[src/rtl/bullet_hit_scanner_pkg.sv]
// Shared definitions for the bullet hit scanner: colour codes, pos/size word
// field positions and the scan FSM encoding.
package bullet_hit_scanner_pkg;

    localparam logic [1:0] COLOR_WHITE = 2'd0;
    localparam logic [1:0] COLOR_GREEN = 2'd1;
    localparam logic [1:0] COLOR_BLUE  = 2'd2;

    // x/w live in the high byte of a pos/size word, y/h in the low byte
    localparam int HI_MSB = 15;
    localparam int HI_LSB = 8;
    localparam int LO_MSB = 7;
    localparam int LO_LSB = 0;

    typedef enum logic [2:0] {
        ST_IDLE    = 3'd0,
        ST_FETCH   = 3'd1,
        ST_COMPARE = 3'd2,
        ST_HIT     = 3'd3,
        ST_NEXT    = 3'd4,
        ST_DONE    = 3'd5
    } scan_state_e;

endpackage

[src/rtl/bullet_hit_scanner_box_overlap.sv]
// Combinational axis-aligned box overlap test in 9-bit unsigned arithmetic.
// Touching edges and zero-sized boxes never count as overlap.
module box_overlap
    import bullet_hit_scanner_pkg::*;
(
    input  logic [15:0] a_pos,
    input  logic [15:0] a_size,
    input  logic [15:0] b_pos,
    input  logic [15:0] b_size,
    output logic        hit
);

    logic [8:0] ax_s, ay_s, aw_s, ah_s;
    logic [8:0] bx_s, by_s, bw_s, bh_s;
    logic       nonzero_s;

    assign ax_s = {1'b0, a_pos[HI_MSB:HI_LSB]};
    assign ay_s = {1'b0, a_pos[LO_MSB:LO_LSB]};
    assign aw_s = {1'b0, a_size[HI_MSB:HI_LSB]};
    assign ah_s = {1'b0, a_size[LO_MSB:LO_LSB]};
    assign bx_s = {1'b0, b_pos[HI_MSB:HI_LSB]};
    assign by_s = {1'b0, b_pos[LO_MSB:LO_LSB]};
    assign bw_s = {1'b0, b_size[HI_MSB:HI_LSB]};
    assign bh_s = {1'b0, b_size[LO_MSB:LO_LSB]};

    // A zero-width or zero-height box could otherwise pass the strict compares
    assign nonzero_s = (aw_s != 9'd0) && (ah_s != 9'd0) && (bw_s != 9'd0) && (bh_s != 9'd0);

    assign hit = nonzero_s
               && (bx_s < ax_s + aw_s) && (ax_s < bx_s + bw_s)
               && (by_s < ay_s + ah_s) && (ay_s < by_s + bh_s);

endmodule

[src/rtl/bullet_hit_scanner.sv]
// Walks the bullet table once per frame tick, pulses is_collide on overlap with
// the heart box and applies colour-dependent damage or heal to a saturating HP.
module bullet_hit_scanner
    import bullet_hit_scanner_pkg::*;
#(
    parameter int          NUM_BULLETS   = 3,
    parameter int          IDX_W         = 3,
    parameter logic [7:0]  MAX_HP        = 8'd20,
    parameter logic [7:0]  DMG           = 8'd4,
    parameter logic [7:0]  HEAL          = 8'd2,
    parameter logic [15:0] INVULN_CYCLES = 16'd50
) (
    input  logic             clk,
    input  logic             rst_n,
    input  logic             is_run,
    input  logic             scan_start,
    input  logic [15:0]      player_pos,
    input  logic [15:0]      player_size,
    input  logic             player_moving,
    output logic [IDX_W-1:0] bl_index,
    input  logic [15:0]      bl_pos,
    input  logic [15:0]      bl_size,
    input  logic [1:0]       bl_color,
    input  logic             bl_render,
    output logic             is_collide,
    output logic [7:0]       hp,
    output logic             is_dead,
    output logic             scan_busy,
    output logic             scan_done
);

    localparam logic [IDX_W-1:0] LAST_IDX = IDX_W'(NUM_BULLETS - 1);
    localparam logic [IDX_W-1:0] IDX_ZERO = {IDX_W{1'b0}};

    scan_state_e      state_r, state_nxt;
    logic [IDX_W-1:0] idx_r, idx_nxt;
    logic [15:0]      held_pos_r, held_size_r;
    logic [1:0]       held_color_r;
    logic             held_render_r;
    logic [7:0]       hp_r, hp_nxt;
    logic [15:0]      invuln_r, invuln_nxt;
    logic             is_dead_r, is_collide_r, scan_busy_r, scan_done_r;
    logic             overlap_s, do_dmg_s, do_heal_s, in_hit_s, dmg_taken_s;
    logic [8:0]       heal_sum_s;

    box_overlap u_overlap (
        .a_pos  (player_pos),
        .a_size (player_size),
        .b_pos  (held_pos_r),
        .b_size (held_size_r),
        .hit    (overlap_s)
    );

    // Scan sequencing: next state and slot index
    always_comb begin
        state_nxt = state_r;
        idx_nxt   = idx_r;
        if (!is_run) begin
            state_nxt = ST_IDLE;
            idx_nxt   = IDX_ZERO;
        end else begin
            case (state_r)
                ST_IDLE: begin
                    if (scan_start) begin
                        state_nxt = ST_FETCH;
                        idx_nxt   = IDX_ZERO;
                    end else begin
                        state_nxt = ST_IDLE;
                    end
                end
                ST_FETCH:   state_nxt = ST_COMPARE;
                ST_COMPARE: begin
                    if (held_render_r && overlap_s) begin
                        state_nxt = ST_HIT;
                    end else begin
                        state_nxt = ST_NEXT;
                    end
                end
                ST_HIT:     state_nxt = ST_NEXT;
                ST_NEXT: begin
                    if (idx_r == LAST_IDX) begin
                        state_nxt = ST_DONE;
                    end else begin
                        state_nxt = ST_FETCH;
                        idx_nxt   = idx_r + IDX_W'(1);
                    end
                end
                ST_DONE: begin
                    state_nxt = ST_IDLE;
                    idx_nxt   = IDX_ZERO;
                end
                default: begin
                    state_nxt = ST_IDLE;
                    idx_nxt   = IDX_ZERO;
                end
            endcase
        end
    end

    // Colour decides whether the slot in HIT damages, heals or does nothing
    always_comb begin
        do_dmg_s  = 1'b0;
        do_heal_s = 1'b0;
        case (held_color_r)
            COLOR_WHITE: do_dmg_s  = 1'b1;
            COLOR_BLUE:  do_dmg_s  = player_moving;
            COLOR_GREEN: do_heal_s = ~is_dead_r;
            default: begin
                do_dmg_s  = 1'b0;
                do_heal_s = 1'b0;
            end
        endcase
    end

    assign in_hit_s    = (state_r == ST_HIT);
    assign dmg_taken_s = in_hit_s && do_dmg_s && (invuln_r == 16'd0);
    assign heal_sum_s  = {1'b0, hp_r} + {1'b0, HEAL};

    // Saturating HP update and invulnerability countdown
    always_comb begin
        hp_nxt     = hp_r;
        invuln_nxt = invuln_r;
        if (!is_run) begin
            hp_nxt     = MAX_HP;
            invuln_nxt = 16'd0;
        end else if (dmg_taken_s) begin
            hp_nxt     = (hp_r > DMG) ? (hp_r - DMG) : 8'd0;
            invuln_nxt = INVULN_CYCLES;
        end else begin
            if (in_hit_s && do_heal_s) begin
                hp_nxt = (heal_sum_s > {1'b0, MAX_HP}) ? MAX_HP : heal_sum_s[7:0];
            end else begin
                hp_nxt = hp_r;
            end
            if (invuln_r != 16'd0) begin
                invuln_nxt = invuln_r - 16'd1;
            end else begin
                invuln_nxt = invuln_r;
            end
        end
    end

    // State, HP and registered status outputs
    always_ff @(posedge clk or negedge rst_n) begin
        if (!rst_n) begin
            state_r      <= ST_IDLE;
            idx_r        <= IDX_ZERO;
            hp_r         <= MAX_HP;
            invuln_r     <= 16'd0;
            is_dead_r    <= 1'b0;
            is_collide_r <= 1'b0;
            scan_busy_r  <= 1'b0;
            scan_done_r  <= 1'b0;
        end else begin
            state_r      <= state_nxt;
            idx_r        <= idx_nxt;
            hp_r         <= hp_nxt;
            invuln_r     <= invuln_nxt;
            is_dead_r    <= (hp_nxt == 8'd0);
            is_collide_r <= (state_nxt == ST_HIT);
            scan_busy_r  <= (state_nxt != ST_IDLE);
            scan_done_r  <= (state_nxt == ST_DONE);
        end
    end

    // Capture the addressed slot at the end of FETCH (table read is combinational)
    always_ff @(posedge clk or negedge rst_n) begin
        if (!rst_n) begin
            held_pos_r    <= 16'd0;
            held_size_r   <= 16'd0;
            held_color_r  <= 2'd0;
            held_render_r <= 1'b0;
        end else if (state_r == ST_FETCH) begin
            held_pos_r    <= bl_pos;
            held_size_r   <= bl_size;
            held_color_r  <= bl_color;
            held_render_r <= bl_render;
        end
    end

    assign bl_index   = idx_r;
    assign is_collide = is_collide_r;
    assign hp         = hp_r;
    assign is_dead    = is_dead_r;
    assign scan_busy  = scan_busy_r;
    assign scan_done  = scan_done_r;

endmodule
[config.mk]
export PLATFORM = sky130hd
export DESIGN_NAME = bullet_hit_scanner
export DESIGN_NICKNAME = d
export VERILOG_FILES = /design/src/rtl/bullet_hit_scanner_pkg.sv /design/src/rtl/bullet_hit_scanner_box_overlap.sv /design/src/rtl/bullet_hit_scanner.sv
export SDC_FILE = /design/constraint.sdc
export NUM_CORES = 1
export LEC_CHECK = 0
export ABC_CLOCK_PERIOD_IN_PS = 10600
export BUFFER_PORTS_ARGS = -buffer_cell sky130_fd_sc_hd__buf_2
export CAP_MARGIN = 40
export CORE_MARGIN = 3
export CORE_UTILIZATION = 48
export DETAILED_ROUTE_END_ITERATION = 10
export PLACE_DENSITY = 0.7
export SYNTH_ARGS = -nofsm -noshare
export SYNTH_HDL_FRONTEND = slang
export SYNTH_HIERARCHICAL = 1
export SYNTH_SLANG_ARGS = --single-unit
export TNS_END_PERCENT = 1
[constraint.sdc]
create_clock -name clk -period 10.6 [get_ports clk]
set_input_delay 2.12 -clock clk [delete_from_list [all_inputs] [get_ports clk]]
set_output_delay 2.12 -clock clk [all_outputs]
set_load 0.05 [all_outputs]
==> run summary, run 1 <==
The arithmetic-cell share of the synthesized area counting full adders, half adders and majority gates came out at 0.177. The reg-to-reg setup timing slack came out at roughly 6700 ps. The final count of pins violating max slew is 0. The total DRC errors in the routed layout is 0. Dividing the detail-routed wire length by the instance count gives around 16 µm. The setup violation total in the final timing report came out at 0.

By area, the combinational part of the netlist is dominated by adder cells. The initial utilization of the core area, before any placement, comes to 0.502. The first global-routing pass estimated 20,300 µm of wire. The placer congestion estimate is 0.855. The full die area came out at 0.0122 mm². The count of cells along the worst register-to-register path came out at 17. The CTS H-tree depth came out at 3. The fraction of synthesized area in multiplexers came out at 0.0887. The post-layout net count came out at 759.

The number of global-route vias before repair is around 4,300. The standard-cell row count is 37. The share of the synthesized area in compound gates (AO/OA/AOI/OAI) is 0.158. Across all hold checks on the routed design, the worst slack comes to 506 ps. The clock tree skew after final layout came out at roughly 11 ps. The via total after detailed routing is 4,269. Once detail routing completed, the nets flagged for antenna violations numbered 0. The critical path starts at player_pos[9]. TritonCTS built the clock tree. The proportion of register bits with asynchronous set or reset after synthesis came out at 1.00. The core region is 0.0105 mm². The post-synth net total is 671.

The end of the worst register-to-register path is scan_busy. The total inserted antenna cells is 0. Power spread over the standard cell area amounts to 283 mW/mm². Setup repair after global routing left no endpoint under its margin. The remaining global-route overflow is 0. STA classifies the critical path endpoint as a flip-flop. The placed instances occupy a cell area of 0.00585 mm². The Yosys warning count came out at 6.

The placed wire-length estimate after detailed placement is between 9000 and 10,000 µm. The number of sinks driven by the clock tree came out at between 60 and 70. The data required time of the worst path came out at approximately 11,000 ps. The clock edge transition at the registers on the reported setup and hold paths came out at ~80 ps.

The data arrival at the endpoint of the critical path came out at 5340 ps. The count of distinct cell types in the synthesized netlist came out at 66. STA classifies the critical path startpoint as an input pin. Of the total synthesized cell area, the portion taken by AND, OR, NAND and NOR gates is 0.167. The first detailed-routing pass ran for 5 iterations. Among all flip-flop cells after synthesis, the most frequent one is sky130_fd_sc_hd__dfrtp_1.

Across every metal layer, demand over resource in global routing totals 0.199. 87 I/O pins were placed. The number of max-capacitance violations reported is 0.

The maximum operating frequency is 0.195 GHz. The share of the clock period used by the worst path is 0.483. The total placed cells including tap cells came out at 740. The post-layout instance count excluding filler cells is between 700 and 800.

In this run, synthesis inferred 0 flip-flops with an integrated enable. In this run the cell area of the synthesized design comes to between 0.005 and 0.006 mm². The source-to-sink clock delay at the later pin of the worst-skew pair is around 350 ps.

Of all nets on the critical path, the largest fanout is 3. The post-cts gate resize count came out at 0. The launch instance of the worst register-to-register path is held_pos_r[8]. The die is 111 µm tall. For the final routed database, the setup TNS stands at 0 ps. The worst slew margin relative to its limit is 0.544. The final critical delay including setup and external delays is 5120 ps. The hold violation total from the final report came out at 0. The xor and xnor area share after synthesis is 0.0517.

The tree is rooted in a sky130_fd_sc_hd__clkbuf_8. The transition time of the tightest slew-check pin is 681 ps. The flip-flop and latch count after synthesis is 69. The worst vdd rail ir drop is approximately 0.00019 V. TritonCTS created 9 clock buffers.

The via count normalized by instance count came out at 5.65. The final non-filler cell area came out at about 0.0061 mm². The run finished with clean final reports. Hold repair after CTS inserted 0 buffers.

The cell count after synthesis came out at between 500 and 600. The signed area change from the synthesized netlist to the final layout came out at 15.4%. The capture point of the worst path is scan_busy. The number of antenna violations at the first check in global routing is 0. The type of the worst setup path is input pin to flip-flop. In this run the tool buffered the top-level ports with 86 buffer cells. The leakage power came out at 2.87 nW.

Of the cells placed in the final design, the portion with a size suffix greater than 1 is 0.252. The number of DRC markers after the initial detailed-route iteration is 234. A synthesized cell averages 9.96 µm².

Of the synthesized area, sequential elements account for 0.329. The pin count of the biggest net entering global routing is roughly 70. Counting along the longest clock path gives a buffer depth of 2. The final layout contains routed wiring with a total length of 11,900 µm. The number of setup buffers added after CTS is 0. The die is between 100 and 150 µm wide.

The tightest min-delay check is of the flip-flop to flip-flop type.
## sequential cells by signal (all words and copies together) (netlist names)
name and count:
state_r 3, invuln_r 16, held_render_r 1, held_color_r 2, is_dead 1, scan_busy 1
scan_done 1, is_collide 1, held_pos_r 16, bl_index 3, hp 8, held_size_r 16
## critical path: stages
cell and delay, ps:
sky130_fd_sc_hd__buf_2 120, sky130_fd_sc_hd__ha_1 280, sky130_fd_sc_hd__a21o_1 170, sky130_fd_sc_hd__a21oi_1 260, sky130_fd_sc_hd__o21bai_1 100, sky130_fd_sc_hd__a21oi_1 180, sky130_fd_sc_hd__xor2_1 170, sky130_fd_sc_hd__ha_1 260
sky130_fd_sc_hd__a2111oi_0 380, sky130_fd_sc_hd__o21ai_0 150, sky130_fd_sc_hd__a31oi_1 170, sky130_fd_sc_hd__and4_1 210, sky130_fd_sc_hd__nand2_1 90, sky130_fd_sc_hd__nor2_1 130, sky130_fd_sc_hd__nor2_1 50, sky130_fd_sc_hd__o21a_1 190
sky130_fd_sc_hd__or3_1 310
## power breakdown
group | switching, W | leakage [nW] | internal (W) | total [W]
Clock | 0.000102 | 0.106 | 0.000128 | 0.000230
Sequential | 0.000105 | 0.866 | 0.000363 | 0.000468
Combinational | 0.000523 | 1.90 | 0.000494 | 0.00102
Total | 0.000731 | 2.87 | 0.000984 | 0.00171
## per-layer routing
| layer | part of all wire | global-route usage |
|---|---|---|
| met5 | 0 | 0 |
| met4 | 0.011 | 0.0435 |
| met3 | 0.045 | 0.0477 |
| met2 | 0.49 | 0.337 |
| met1 | 0.45 | 0.258 |
## worst min path at each step
stage | from | end | slack [ps] | cells past startpoint
3_3_place_gp | held_render_r | held_render_r | 500 | 1
5_1_grt | bl_index[2] | scan_done | 540 | 1
6_report | bl_index[2] | scan_done | 510 | 1
3_5_place_dp | held_render_r | held_render_r | 500 | 1
2_1_floorplan | held_render_r | held_render_r | 480 | 1
4_1_cts | bl_index[2] | scan_done | 510 | 1
## through the flow
stage / worst slack [ps] / total power (W) / utilization
CTS: 5500 / 0.00173 / 0.579
global placement: 5210 / 0.00144 / 0.556
floorplan: 5550 / 0.00125 / -
finish: 5480 / 0.00171 / 0.579
detailed placement: 5150 / 0.00148 / 0.559
global route: 5060 / 0.00189 / 0.579
## layout make-up
class	instances	area (µm²)
timing repair buffer	89	473
clock inverter	3	42.5
multi-input combinational	421	3380
tap	136	170
sequential	69	1730
fill	951	4410
inverter	25	93.8
clock buffer	13	169
## cells in the mapped netlist (3+ instances only)
library cell / instances / share of area
sky130_fd_sc_hd__a2111o_1: 3 / 0.0064
sky130_fd_sc_hd__o21ai_0: 30 / 0.029
sky130_fd_sc_hd__o211a_1: 3 / 0.0057
sky130_fd_sc_hd__xnor2_1: 16 / 0.027
sky130_fd_sc_hd__nor4_1: 13 / 0.015
sky130_fd_sc_hd__ha_1: 68 / 0.16
sky130_fd_sc_hd__mux2_2: 36 / 0.077
sky130_fd_sc_hd__clkbuf_1: 11 / 0.0079
sky130_fd_sc_hd__a21oi_1: 18 / 0.017
sky130_fd_sc_hd__xor2_1: 15 / 0.025
sky130_fd_sc_hd__o211ai_1: 7 / 0.010
sky130_fd_sc_hd__nand2_1: 23 / 0.016
sky130_fd_sc_hd__nand4_1: 4 / 0.0048
sky130_fd_sc_hd__nand2b_1: 10 / 0.012
sky130_fd_sc_hd__a31oi_1: 3 / 0.0036
sky130_fd_sc_hd__mux2i_1: 6 / 0.011
sky130_fd_sc_hd__dfrtp_1: 67 / 0.32
sky130_fd_sc_hd__a211oi_1: 4 / 0.0057
sky130_fd_sc_hd__nor3_1: 12 / 0.011
sky130_fd_sc_hd__o21a_1: 9 / 0.013
sky130_fd_sc_hd__or4_1: 3 / 0.0043
sky130_fd_sc_hd__nor2b_1: 7 / 0.0083
sky130_fd_sc_hd__or3_1: 6 / 0.0072
sky130_fd_sc_hd__fa_1: 4 / 0.015
sky130_fd_sc_hd__a21o_1: 8 / 0.011
sky130_fd_sc_hd__nor3b_1: 8 / 0.011
sky130_fd_sc_hd__inv_1: 25 / 0.018
sky130_fd_sc_hd__nand3_1: 5 / 0.0048
sky130_fd_sc_hd__nor2_1: 48 / 0.034
## cells by family after synthesis
group                      Yosys count
AOI/OAI and AO/OA                  118
buffers and inverters               37
muxes                               42
DFF                                 69
adders and majority gates           72
xor gates and xnor gates            31
and+or+nand+nor                    158
## cells in the final DEF, fill, tap and decap left out, types with 4 or more instances in the layout
master                     instances
sky130_fd_sc_hd__a211oi_1          4
sky130_fd_sc_hd__a21o_1            8
sky130_fd_sc_hd__a21oi_1          18
sky130_fd_sc_hd__buf_2            86
sky130_fd_sc_hd__clkbuf_8         12
sky130_fd_sc_hd__dfrtp_1          67
sky130_fd_sc_hd__fa_1              4
sky130_fd_sc_hd__ha_1             68
sky130_fd_sc_hd__inv_1            25
sky130_fd_sc_hd__mux2_2           36
sky130_fd_sc_hd__mux2i_1           6
sky130_fd_sc_hd__nand2_1          23
sky130_fd_sc_hd__nand2b_1         10
sky130_fd_sc_hd__nand3_1           5
sky130_fd_sc_hd__nand4_1           4
sky130_fd_sc_hd__nor2_1           48
sky130_fd_sc_hd__nor2b_1           7
sky130_fd_sc_hd__nor3_1           12
sky130_fd_sc_hd__nor3b_1           7
sky130_fd_sc_hd__nor4_1           13
sky130_fd_sc_hd__o211ai_1          7
sky130_fd_sc_hd__o21a_1            9
sky130_fd_sc_hd__o21ai_0          30
sky130_fd_sc_hd__or3_1             6
sky130_fd_sc_hd__xnor2_1          16
sky130_fd_sc_hd__xor2_1           15
Power figures use the tool's default switching activity.
==> run 2, diff against run 1 <==
ABC_CLOCK_PERIOD_IN_PS = 4600   (was 10600)
PLACE_DENSITY = 0.72   (was 0.7)
clock period = 4.6 ns   (was 10.6 ns; I/O delays follow)
==> run summary, run 2 (synthesis gave the netlist of run 1 again) <==
The placed standard-cell area is 0.00583 mm² (-0.34%). The number of buffers on the longest clock path is 2 (unchanged). The setup fix buffers added after clock tree synthesis is 0 (unchanged).

The count of buffers from port buffering is 86 (unchanged). The clock edge transition at the registers on the reported setup and hold paths is 70 ps (about the same). The biggest cell delay along the critical path is 360 ps (-20 ps). The total power per unit cell area came out at 641 mW/mm² (+130%). The hold-fix buffer count after cts came to 0 (unchanged). The worst vdd rail ir drop came out at 0.000385 V (+110%).

In the layout the commonest cells are 86 x sky130_fd_sc_hd__buf_2, 68 x sky130_fd_sc_hd__ha_1, 67 x sky130_fd_sc_hd__dfrtp_1. The fraction of layout cells with a size suffix above 1 came out at 0.247 (-0.00484). The hold violation total from the final report was 0 (unchanged). The highest fanout seen on the critical path came out at 3 (unchanged). The maximum operating frequency is 0.258 GHz.

Walking the worst path, the cells encountered are buf_2 > ha_1 > a21o_1 > a21oi_1 > o21bai_1 > a21oi_1 > xor2_1 > ha_1 > a2111oi_0 > o21ai_0 > a31oi_1 > and4_1 > nand2_1 > nor2_1 > nor2_1 > o21a_1 > or3_1. The layer with the highest usage after global routing is met2. The data required time of the worst path came out at 4830 ps (-5990 ps). The number of global-route vias before repair came out at 4,259 (-1.1%). The largest individual stage delay along the critical path comes from the cell sky130_fd_sc_hd__a2111oi_0.

The standard-cell row count came out at 37 (unchanged). The final critical delay including setup and external delays came out at 3880 ps. The number of DRC markers after the initial detailed-route iteration came to 193 (-18%). The kind of capture point of the worst setup path is a flip-flop. The number of max-capacitance violations reported is 0 (unchanged).

The first-pass GRT wire length is 20,000 µm (-1.6%). The largest registers in the layout are held_pos_r: 16 flops, held_size_r: 16 flops, invuln_r: 16 flops. The number of buffers created by CTS came out at 9 (unchanged). The total negative slack for setup checks is 0 ps (unchanged). The number of sinks driven by the clock tree came out at 69 (unchanged). The pin count of the biggest net entering global routing was 36 (-47%). The number of nets still failing antenna checks after routing is 0 (unchanged).

The overall routing resource usage is 0.195 (-0.00401). The height of the chip was 111 µm (unchanged). The CTS H-tree depth came out at 3 (unchanged). The placed wire-length estimate after detailed placement is 9440 µm (about the same). The detail-routed net length per standard cell is 15.6 µm (-0.98%). Dividing the final minimum period by the clock period gives 0.844. Leaving out fill and tap cells, the most frequent cell in the layout is sky130_fd_sc_hd__buf_2.

The final count of pins violating max slew came out at 0 (unchanged). Setup repair after global routing left no endpoint under its margin. The TritonCTS clock tree is yes.

The run finished with clean final reports. The remaining global-route overflow was 0 (unchanged). The worst hold path belongs to the class flip-flop to flip-flop. STA classifies the critical path startpoint as an input pin. The count of pins on the block boundary is 87 (unchanged).

The leakage power is 2.84 nW (-1.0%). The via count normalized by instance count is 5.66 (+0.28%). The initial core utilization was 0.502 (unchanged). The total DRC errors in the routed layout is 0 (unchanged). The worst slew margin relative to its limit is 0.460 (-0.0839).

The full die area is 0.0122 mm² (unchanged). The total inserted antenna cells came out at 0 (unchanged). The source-to-sink clock delay at the later pin of the worst-skew pair is 340 ps (about the same).

The number of optimization iterations in the first detailed-route pass came out at 4 (-1). Compared with the post-synthesis result, the final layout area differs by 14.1%. The number of antenna violations at the first check in global routing is 0 (unchanged). The global-route met3 utilization is 0.0395 (-0.00822). The post-layout net count is 759 (unchanged). The via total after detailed routing was 4,281 (+0.28%). The setup violation total in the final timing report is 0 (unchanged). The post-cts gate resize count is 0 (unchanged).

The overall die width came out at 111 µm (unchanged). The met1 capacity usage during global routing is 0.250 (-0.00745). The wire length reported by the detailed router came out at 11,800 µm (-0.98%). The transition time of the tightest slew-check pin came out at 809 ps (+129 ps).

The critical path in this run is classified as input pin to flip-flop. The placeable core area is 0.0105 mm² (unchanged). The data arrival at the endpoint of the critical path came out at 4110 ps (-1230 ps). The final non-filler cell area is 0.00599 mm² (-1.1%). The placer congestion estimate is 0.864 (+1.0%). The buffer type at the clock tree root is sky130_fd_sc_hd__clkbuf_8. The clock tree skew after final layout is 5.42 ps (-5.54 ps). The met2 routing resource usage after global routing was 0.338 (+0.000809).
-- run 2: final timing paths --
| kind | start | endpoint | slack (ps) | depth (start not counted) |
|---|---|---|---|---|
| min | held_render_r | held_render_r | 520 | 1 |
| min reg2reg | held_render_r | held_render_r | 520 | 1 |
| max reg2reg | held_pos_r[8] | scan_busy | 740 | 17 |
| max | player_pos[9] | scan_busy | 720 | 17 |
| min in group asynchronous | rst_n | invuln_r[15] | 670 | 1 |
| max in group asynchronous | rst_n | hp[4] | 2950 | 2 |
-- run 2: layout make-up --
class / count / area [µm²]
clock buffers: 14 / 153
clock inverters: 2 / 10.0
fillers: 950 / 4470
inverters: 25 / 93.8
multi-input cells: 421 / 3380
flip-flops and latches: 69 / 1730
well taps: 136 / 170
repair buffers: 89 / 453
-- run 2: power breakdown --
part	internal [W]	total [W]	switching, W	leakage, nW
sequential	0.000836	0.00108	0.000242	0.866
combinational	0.00113	0.00233	0.00120	1.89
clock	0.000210	0.000428	0.000219	0.0844
-- run 2: layer usage --
layer	vias up	routed length [µm]
met5	-	0
met3	11	530
li1	2132	-
met2	97	5850
met1	2041	5340
met4	0	99
-- run 2: per-stage QoR --
stage          hold WS [ps]   util  setup slack (ps)  std cells  power [W]
3_5_place_dp            497  0.557               358        740    0.00340
4_1_cts                 519  0.572               704        756    0.00386
6_report                517  0.572               717        756    0.00384
5_1_grt                 550  0.572               418        756    0.00422
3_3_place_gp            497  0.557               420        740    0.00332
2_1_floorplan           481      -               753        527    0.00288
-- run 2: worst max-delay path: cells and delay by family --
family / cells / cell delay [ps]
compound gates: 8 / 1610
fa+ha+maj: 2 / 550
xor+xnor: 1 / 160
buf+inv: 1 / 120
simple gates: 5 / 760
==> run 3, diff against run 2 <==
ABC_CLOCK_PERIOD_IN_PS = 3800   (was 4600)
PLACE_DENSITY = 0.7   (was 0.72)
clock period = 3.8 ns   (was 4.6 ns; I/O delays follow)
==> run summary, run 3 (synthesis gave the netlist of run 1 again) <==
The number of antenna violations at the first check in global routing came out at 0 (unchanged). The part of the total power dissipated in sequential elements is 0.272 (-0.009). The clock edge transition at the registers on the reported setup and hold paths is 70 ps (about the same).

The final critical delay including setup and external delays came out at between 3000 and 4000 ps. The data required time of the worst path is 4030 ps (-800 ps). The number of optimization iterations in the first detailed-route pass was 4 (unchanged). The full die area came out at 0.0122 mm² (unchanged). The first-pass GRT wire length is 20,800 µm (+4.2%). The buffer type at the clock tree root is sky130_fd_sc_hd__clkbuf_8. The CTS H-tree depth is 3 (unchanged). The placed wire-length estimate after detailed placement was 9920 µm (+5.0%).

The total DRC errors in the routed layout is 0 (unchanged). The placer congestion estimate is 0.871 (+0.75%). The signed area change from the synthesized netlist to the final layout is 17.7%.

The number of nets still failing antenna checks after routing is 0 (unchanged). The worst slew margin relative to its limit came out at 0.621 (+0.161). The post-route worst hold slack came out at 275 ps (-242 ps). The clock tree skew after final layout was 7.24 ps (+1.82 ps). Setup repair after global routing left no endpoint under its margin. The source-to-sink clock delay at the later pin of the worst-skew pair came out at 350 ps (about the same). The number of global-route vias before repair is 4,379 (+2.8%).

The initial core utilization came to 0.502 (unchanged). The post-layout net count came out at 780 (+2.8%). The minimum setup slack after placement came out at -221 ps (-580 ps). The number of sinks driven by the clock tree is 69 (unchanged). The fraction of power spent switching nets was 0.433 (about the same). The hold violation total from the final report came out at 0 (unchanged). The number of buffers on the longest clock path is 2 (unchanged). The clock group share of total power is 0.105 (-0.007). The library cell used most frequently in the layout, excluding fill and tap cells, is sky130_fd_sc_hd__buf_2.

The highest fanout seen on the critical path came out at 2 (-1). The detail-routed net length per standard cell came to 16.0 µm (+2.1%). The top cell types in the final layout, fill and taps aside, are 86 x sky130_fd_sc_hd__buf_2, 68 x sky130_fd_sc_hd__ha_1, 67 x sky130_fd_sc_hd__dfrtp_1.

The number of DRC markers after the initial detailed-route iteration came out at 184 (-4.7%). The transition time of the tightest slew-check pin came out at 564 ps (-245 ps). The setup violation total in the final timing report is 0 (unchanged). The standard-cell row count is 37 (unchanged). The hold-fix buffer count after cts is 0 (unchanged). The final count of pins violating max slew came out at 0 (unchanged). The total inserted antenna cells is 0 (unchanged).

The data arrival at the endpoint of the critical path is 3920 ps (-190 ps). The overall die width was 111 µm (unchanged). The net switching power came out at 0.00209 W (+25%). The worst vdd rail ir drop came out at 0.000485 V (+26%). The worst hold path belongs to the class input pin to asynchronous set/reset pin. The via total after detailed routing came out at 4,401 (+2.8%). The count of pins on the block boundary is 87 (unchanged).

The placeable core area was 0.0105 mm² (unchanged). The share of the clock period used by the worst path came out at 0.971. The worst setup path is launched from a flip-flop. The wire length reported by the detailed router is 12,400 µm (+4.8%). The worst setup path is of the flip-flop to flip-flop kind.

The leakage power came out at 2.95 nW (+3.8%). The count of filler cells inserted in the layout came to 969 (+2.0%). The pin count of the biggest net entering global routing was 36 (unchanged). The flow ran to the end, and the final reports show no timing, DRC or antenna violations.

The count of buffers from port buffering is 86 (unchanged). In the final layout, the registers with the most flip-flops are held_pos_r: 16 flops, held_size_r: 16 flops, invuln_r: 16 flops. The remaining global-route overflow came to 0 (unchanged). The number of buffers created by CTS came out at 9 (unchanged). The setup fix buffers added after clock tree synthesis is 0 (unchanged).

The number of max-capacitance violations reported came out at 0 (unchanged). The total power per unit cell area came out at 780 mW/mm² (+22%). The overall routing resource usage is 0.202 (+0.00773). The part of the power in combinational logic came out at 0.623 (+0.015). The height of the chip came out at 111 µm (unchanged). The cell-internal power came to 0.00273 W (+25%).

TritonCTS built the clock tree. For this run, the top clock speed supported by timing is 0.271 GHz. The worst setup path is captured at a flip-flop. The fraction of layout cells with a size suffix above 1 is 0.280 (+0.0329). The via count normalized by instance count came out at 5.67 (+0.15%).

The final critical-path setup slack is 109 ps (-608 ps).
-- run 3: cell types whose count changed in the layout (fill, tap and decap cells not counted), sizes merged --
cell and delta:
buf +21, clkbuf -1
-- run 3: timing repair --
item,CTS,global route
resized for setup,2,7
endpoints found under the hold margin,0,0
pin swaps,0,1
setup endpoints to repair,1,1
-- run 3: final cells by class --
class	count	area, µm²	area share
Multi-Input combinational cell	421	3400	0.551
Sequential cell	69	1730	0.280
Timing Repair Buffer	110	623	0.101
Tap cell	136	170	0.0275
Clock buffer	13	149	0.0241
Inverter	25	93.8	0.0152
Clock inverter	2	10.0	0.00162
-- run 3: worst max-delay path, cell delays in order (launching register included) --
cell,delay [ps]
sky130_fd_sc_hd__dfrtp_1,400
sky130_fd_sc_hd__ha_1,230
sky130_fd_sc_hd__fa_2,360
sky130_fd_sc_hd__a211oi_2,180
sky130_fd_sc_hd__nor2_1,90
sky130_fd_sc_hd__o21a_1,180
sky130_fd_sc_hd__nor2_1,130
sky130_fd_sc_hd__xor2_1,160
sky130_fd_sc_hd__ha_1,270
sky130_fd_sc_hd__a2111oi_2,360
sky130_fd_sc_hd__o21ai_1,120
sky130_fd_sc_hd__o211ai_1,110
sky130_fd_sc_hd__and4_1,230
sky130_fd_sc_hd__nand2_1,70
sky130_fd_sc_hd__nor2_1,120
sky130_fd_sc_hd__nor2_1,60
sky130_fd_sc_hd__o21a_1,180
sky130_fd_sc_hd__or3_1,310
-- run 3: through the flow --
stage	TNS (ps)	utilization	std cells	cell area (µm²)	power (W)
2_1_floorplan	0	-	527	5250	0.00349
3_3_place_gp	-158	0.571	760	5980	0.00407
3_5_place_dp	-221	0.573	761	6000	0.00419
4_1_cts	0	0.588	776	6160	0.00476
5_1_grt	0	0.591	776	6180	0.00527
6_report	0	0.591	776	6180	0.00482
-- run 3: worst paths after layout --
path / from / endpoint / slack, ps / cells after the start
setup / recovery: held_pos_r[8] / scan_busy / 110 / 17
hold / removal: rst_n / held_size_r[3] / 280 / 1
setup reg to reg: held_pos_r[8] / scan_busy / 110 / 17
hold reg to reg: held_render_r / held_render_r / 520 / 1
max in group asynchronous: rst_n / held_size_r[12] / 2790 / 3
min in group clk: held_render_r / held_render_r / 520 / 1
-- run 3: routing by layer --
metal / vias up / GRT usage / part of all wire
met3: 14 / 0.0455 / 0.052
met4: 0 / 0.0550 / 0.010
met5: - / 0 / 0
met2: 115 / 0.338 / 0.48
met1: 2099 / 0.265 / 0.45
li1: 2173 / - / -
-- run 3: power by group through the flow --
stage,sequential [W],clock [W],combinational [W]
floorplan,0.00124,0,0.00226
global placement,0.00131,0,0.00276
detailed placement,0.00132,0,0.00287
CTS,0.00131,0.000527,0.00293
global route,0.00135,0.000562,0.00336
finish,0.00131,0.000508,0.00300
